--- src/rtl/sreg_rotator8.sv ---
// Parallel-load rotator register: load, rotate right/left by one bit, or hold.
// Latency: one clock from sampling edge to Q; no combinational input->Q path.
// Backpressure: none; accepts one operation every cycle.
module sreg_rotator8 #(
    parameter int WIDTH = 8
) (
    input  logic             sys_clk,
    input  logic             sys_rst_n,
    input  logic             load,
    input  logic [1:0]       en,
    input  logic [WIDTH-1:0] D,
    output logic [WIDTH-1:0] Q
);

    logic [WIDTH-1:0] q_reg;
    logic [WIDTH-1:0] q_nxt;

    // Load beats any rotate; unknown or both-set rotate controls fall to hold.
    always_comb begin
        q_nxt = q_reg;
        if (load) begin
            q_nxt = D;
        end else begin
            case (en)
                2'b01:   q_nxt = {q_reg[0], q_reg[WIDTH-1:1]};
                2'b10:   q_nxt = {q_reg[WIDTH-2:0], q_reg[WIDTH-1]};
                default: q_nxt = q_reg;
            endcase
        end
    end

    always_ff @(posedge sys_clk or negedge sys_rst_n) begin
        if (!sys_rst_n) begin
            q_reg <= '0;
        end else begin
            q_reg <= q_nxt;
        end
    end

    assign Q = q_reg;

endmodule

--- config.mk ---
export PLATFORM = sky130hd
export DESIGN_NAME = sreg_rotator8
export DESIGN_NICKNAME = d
export VERILOG_FILES = /design/src/rtl/sreg_rotator8.sv
export SDC_FILE = /design/constraint.sdc
export NUM_CORES = 1
export LEC_CHECK = 0
export CORE_AREA = 2 2 39 41
export CTS_CLUSTER_DIAMETER = 40
export DETAILED_ROUTE_END_ITERATION = 8
export DIE_AREA = 0 0 41 43
export GPL_ROUTABILITY_DRIVEN = 0
export PLACE_DENSITY_LB_ADDON = 0.12
export SLEW_MARGIN = 20
export SYNTH_ARGS = -nofsm -noshare
export SYNTH_HDL_FRONTEND = slang
export SYNTH_SLANG_ARGS = --single-unit
--- constraint.sdc ---
create_clock -name sys_clk -period 1.55 [get_ports sys_clk]
set_input_delay 0.155 -clock sys_clk [delete_from_list [all_inputs] [get_ports sys_clk]]
set_output_delay 0.155 -clock sys_clk [all_outputs]
set_load 0.1 [all_outputs]
* After elaboration in Yosys (flattened, before gate mapping)
Cells that the tools add are included.
** Cells by class
- Add/sub/neg operators :: 0
- Multipliers :: 0
- Divide/modulo/power cells :: 0
- Order comparisons :: 0
- Equality and inequality tests :: 2
- Shifts and indexed selects :: 0
- Muxes and demuxes :: 2
- Bitwise gates (word level) :: 0
- Reduce and logical (&&, ||, !) cells :: 1
** Operator list (count)
- case mux 8 bit (2 select lines) :: 1
- 2-to-1 mux 8 bit :: 1
- nonzero test 3 bit :: 1
- == test 2 x 1 -> 1 bit, second input constant :: 1
- == test 2 bit, second input constant :: 1
** Word-level totals
- Flip-flop bits (word level) :: 8
- Latch bits :: 0
- Bits in writable memories :: 0
- Memory bits (read-only) :: 0
- Output and inout bits :: 8
- Memories kept :: 0

* Depth between registers and ports, before layout
- Depth in word-level cells :: 3
- Gate-level depth with buffers :: 4

* Worst setup path after synthesis
No wires, ideal clock.
- Path type :: register to register
- Start point :: register, netlist name Q[0]
- End point :: register q_reg[0] (netlist: Q[0])
- Arrival time :: 1.280 ns
- Required time :: 1.472 ns
- Slack :: 0.192 ns
- Stages on the path, launching flop included :: 4
- Period minus slack after synthesis :: 1.358 ns
- Path through :: dfrtp_1 -> nor2b_1 -> a22oi_1 -> o21ai_1
** RTL lines
- end signal, assigned :: RTL line 36 : q_reg <= q_nxt;
- end, declared :: RTL line 15 : logic [WIDTH-1:0] q_reg;

* Worst setup path in the final report
- Start point :: input port en[0]
- End point :: register q_reg[4] (netlist: Q[4])
** On the way
- Longest elaborated chain between the ends :: 3
** RTL lines
- start, declared :: RTL line 10 : input logic [1:0] en,
- == test 2 bit or == test 2 x 1 -> 1 bit (tied branches) :: RTL line 24 : case (en)
- case mux 8 bit (2 select lines) :: RTL line 24
- 2-to-1 mux 8 bit :: RTL line 21 : if (load) begin
Several ways; a longest one is shown, not always the timed one.
A chain may end at the register's enable or synchronous reset.

==> impl_table.tex <==
\begin{tabular}{lr}
\hline
Metric & Value \\
\hline
\multicolumn{2}{l}{\textbf{Run status}} \\
\quad Outcome & completed \\
\multicolumn{2}{l}{\textbf{CTS}} \\
\quad Clock latency at the later pin of the worst-skew pair & about 250 ps \\
\quad H-tree depth reported by CTS & 1 \\
\quad Post-CTS Repair Setup Buffers & 0 \\
\quad Number of gates resized after CTS & 0 \\
\quad Library cell used as clock root buffer & sky130\_fd\_sc\_hd\_\_clkbuf\_4 \\
\quad Number of clock sinks & 8 \\
\quad TritonCTS clock tree & done \\
\quad Clock-pin slew of the registers on the worst-case setup and hold paths & 50 ps \\
\quad CTS Buffer Depth & 2 \\
\quad Number of buffers inserted for hold repair after clock tree synthesis & 0 \\
\quad Clock buffer count from CTS & 3 \\
\multicolumn{2}{l}{\textbf{Global routing}} \\
\quad Leftover overflow at the end of global routing & 0 \\
\quad Number of global-route vias before repair & between 300 and 400 \\
\quad Maximum number of pins on one net before global-route repair & 25 \\
\quad Total global-route track usage & roughly 15\% \\
\quad Number of antenna violations at the first check in global routing & 0 \\
\quad Wire length of the first global-routing pass & 1790 um \\
\multicolumn{2}{l}{\textbf{Critical path}} \\
\quad Critical-path maximum fanout & 8 \\
\quad Reg2reg end & Q[4] \\
\quad FF-to-FF setup slack & 580 ps \\
\quad CP required & 1720 ps \\
\quad Worst setup EP type & register \\
\quad Worst r2r src & Q[4] \\
\quad Crit path from & en[0] \\
\quad Arr. time, crit path & 1500 ps \\
\quad Classification of the worst setup path & in -> reg \\
\quad Capture point of the critical path & Q[4] \\
\quad R2r worst-path depth & 3 \\
\quad Startpoint Class & input pin \\
\multicolumn{2}{l}{\textbf{STA}} \\
\quad Fin. max-slew vios & 0 \\
\quad Final critical-path required period & 1340 ps \\
\quad Highest achievable clock rate & roughly 750 MHz \\
\quad RSZ-0062 raised after global routing & false \\
\quad Transition time of the tightest slew-check pin & between 500 and 600 ps \\
\quad Worst hold slack across all endpoints & about 180 ps \\
\quad Share of the clock period used by the worst path after layout & 86.3\% \\
\quad Number of failing hold endpoints at the final stage & 0 \\
\quad Rel. slew slack & 64.6\% \\
\quad Final clock skew & approximately 1.7 ps \\
\quad Setup violations, final & 0 \\
\quad Final critical-path setup slack & $\sim$210 ps \\
\quad Final total negative setup slack & 0 ps \\
\multicolumn{2}{l}{\textbf{Logic synthesis}} \\
\quad Post-synthesis cell count & 47 \\
\quad Mux share of post-synthesis cell area & 0\% \\
\quad Mean Syn Cell Area & around 9.8 um2 \\
\quad Share of Yosys cell area claimed by the top area cell type & a little over two fifths \\
\quad Flip-flop cell with the highest count after synthesis & sky130\_fd\_sc\_hd\_\_dfrtp\_1 \\
\quad Area fraction in compound gates after synthesis & 34.7\% \\
\quad Share of synthesized registers carrying an async set or reset & 100\% \\
\quad Area share of fa/ha/maj cells after synthesis & 0\% \\
\quad Ranking of synthesized cells by area & sky130\_fd\_sc\_hd\_\_dfrtp\_1 43\%, sky130\_fd\_sc\_hd\_\_a22oi\_1 26\%, sky130\_fd\_sc\_hd\_\_nor2b\_1 14\% \\
\quad Number of enable flip-flop cells after synthesis & 0 \\
\quad Seq/Total Area, Yosys & a little over two fifths \\
\quad Number of storage elements in the synthesis netlist & 8 \\
\quad Syn. warnings & 0 \\
\quad Synthesized-area fraction occupied by xor and xnor cells & 3.52\% \\
\quad Synth Net Count & 60 \\
\quad Cell taking the most area after synthesis & sky130\_fd\_sc\_hd\_\_dfrtp\_1 \\
\quad Synthesized-area fraction occupied by and/or/nand/nor cells & 13.6\% \\
\quad Ranking of synthesized cells by instance count & 16 x sky130\_fd\_sc\_hd\_\_a22oi\_1, 10 x sky130\_fd\_sc\_hd\_\_nor2b\_1, 8 x sky130\_fd\_sc\_hd\_\_dfrtp\_1, 8 x sky130\_fd\_sc\_hd\_\_o21ai\_1, 3 x sky130\_fd\_sc\_hd\_\_buf\_2 \\
\quad Number of distinct library cells after synthesis & 7 \\
\quad Largest family of logic cells by synthesized area & compound AO/OA/AOI/OAI gates \\
\quad Area of the mapped netlist & around 460 um2 \\
\quad Most common cell in the synthesized netlist & sky130\_fd\_sc\_hd\_\_a22oi\_1 \\
\multicolumn{2}{l}{\textbf{Layout}} \\
\quad Multi-input logic area & around 240 um2 \\
\quad Nets@finish & 82 \\
\quad Area growth syn-to-layout & 69.4\% \\
\quad Total area of sequential cells & about 200 um2 \\
\quad Number of diodes & 0 \\
\quad Fillers & 123 \\
\quad Share of cells above drive strength 1 & about a fifth \\
\quad Max reg flops & 8 \\
\quad Final cell count without fillers & 83 \\
\multicolumn{2}{l}{\textbf{Die}} \\
\quad Core Box Area & 0.00138 mm2 \\
\quad Row count & 14 \\
\quad Horizontal extent of the die & slightly above 40 um \\
\quad Die footprint & 0.00176 mm2 \\
\quad I/O pin count & 21 \\
\quad Initial cell density of the core & approximately 33\% \\
\quad Die span in y & 43 um \\
\multicolumn{2}{l}{\textbf{Drt}} \\
\quad Total length of routed wires & approximately 1100 um \\
\quad Count of antenna-violating nets left after detailed routing & 0 \\
\quad Total iterations of the first detailed-routing run & 4 \\
\quad Detailed-route via count & between 400 and 500 \\
\quad DRC viols & 0 \\
\quad First-iteration detailed-routing DRC count & 14 \\
\quad Via count normalized by instance count & 5.41 \\
\quad Post-detailed-route wirelength per cell & around 13 um \\
\multicolumn{2}{l}{\textbf{Placed design}} \\
\quad Number of I/O port buffers & 20 \\
\quad Placed insts & 80 \\
\quad Dpl hpwl & roughly 750 um \\
\quad DP Worst Slack & -13.4 ps \\
\multicolumn{2}{l}{\textbf{Worst hold path}} \\
\quad Class of the tightest hold or removal check & in -> async \\
\multicolumn{2}{l}{\textbf{Flow run}} \\
\quad Number of violations of the max-capacitance limit & 0 \\
\multicolumn{2}{l}{\textbf{Pwr}} \\
\quad Power density of the placed cells & about 1100 mW/mm2 \\
\quad Leakage power summed over all cells & 0.000307 uW \\
\quad Maximum vdd ir drop & 0.521 mV \\
\hline
\end{tabular}
[worst min path at each step]
| stage | startpoint | end | slack [ps] | cells past startpoint |
|---|---|---|---|---|
| after floorplan | sys_rst_n | Q[0] | -140 | 0 |
| after detailed placement | sys_rst_n | Q[2] | 450 | 1 |
| after global placement | sys_rst_n | Q[2] | 460 | 1 |
| after CTS | sys_rst_n | Q[2] | 180 | 1 |
| final | sys_rst_n | Q[2] | 180 | 1 |
| after global routing | sys_rst_n | Q[1] | 220 | 1 |
[cell usage in the layout (no fill, tap or decap)]
cell,count
sky130_fd_sc_hd__dfrtp_1,8
sky130_fd_sc_hd__clkdlybuf4s50_1,12
sky130_fd_sc_hd__o21ai_1,8
sky130_fd_sc_hd__clkbuf_4,3
sky130_fd_sc_hd__buf_12,9
sky130_fd_sc_hd__nor2b_1,10
sky130_fd_sc_hd__xnor2_2,1
sky130_fd_sc_hd__a22oi_1,16
[report_power, final]
group | switching (uW) | total (uW) | internal (uW)
Clock | 65.2 | 153 | 88.2
Sequential | 40.9 | 274 | 234
Combinational | 242 | 404 | 162
Total | 348 | 832 | 483
[worst max-delay path, cell delays in order]
cell and delay [ps]:
sky130_fd_sc_hd__clkdlybuf4s50_1 530, sky130_fd_sc_hd__nor2b_1 480, sky130_fd_sc_hd__a22oi_1 170, sky130_fd_sc_hd__o21ai_1 160
[kinds of logic (layout without fill, tap and decap cells)]
kind of cell | Yosys count | after routing
simple gates | 10 | 10
xor+xnor | 1 | 1
compound gates | 24 | 24
flops | 8 | 8
buf+inv | 4 | 24
[metrics by stage]
step	total power, uW	util, %	instance area (um2)
after floorplan	508	-	462
after global placement	682	54.9	759
after detailed placement	682	54.9	759
after CTS	842	56.5	782
after global routing	866	56.5	782
final	832	56.5	782
[routing by layer]
layer	up-vias	share of wire [%]	global-route usage, %	wire length, um
met5	-	0	0	0
li1	219	-	-	-
met4	0	0.76	10.0	8
met2	18	47	19.4	495
met3	2	9.2	3.66	97
met1	210	43	21.7	454
[layout make-up]
type                       count  area share [%]
clock buffer                   3            2.88
sequential                     8            25.6
timing repair buffer          21            38.4
tap                           16            2.56
multi-input combinational     35            30.6
No activity file was read; power rests on OpenSTA's default activity.
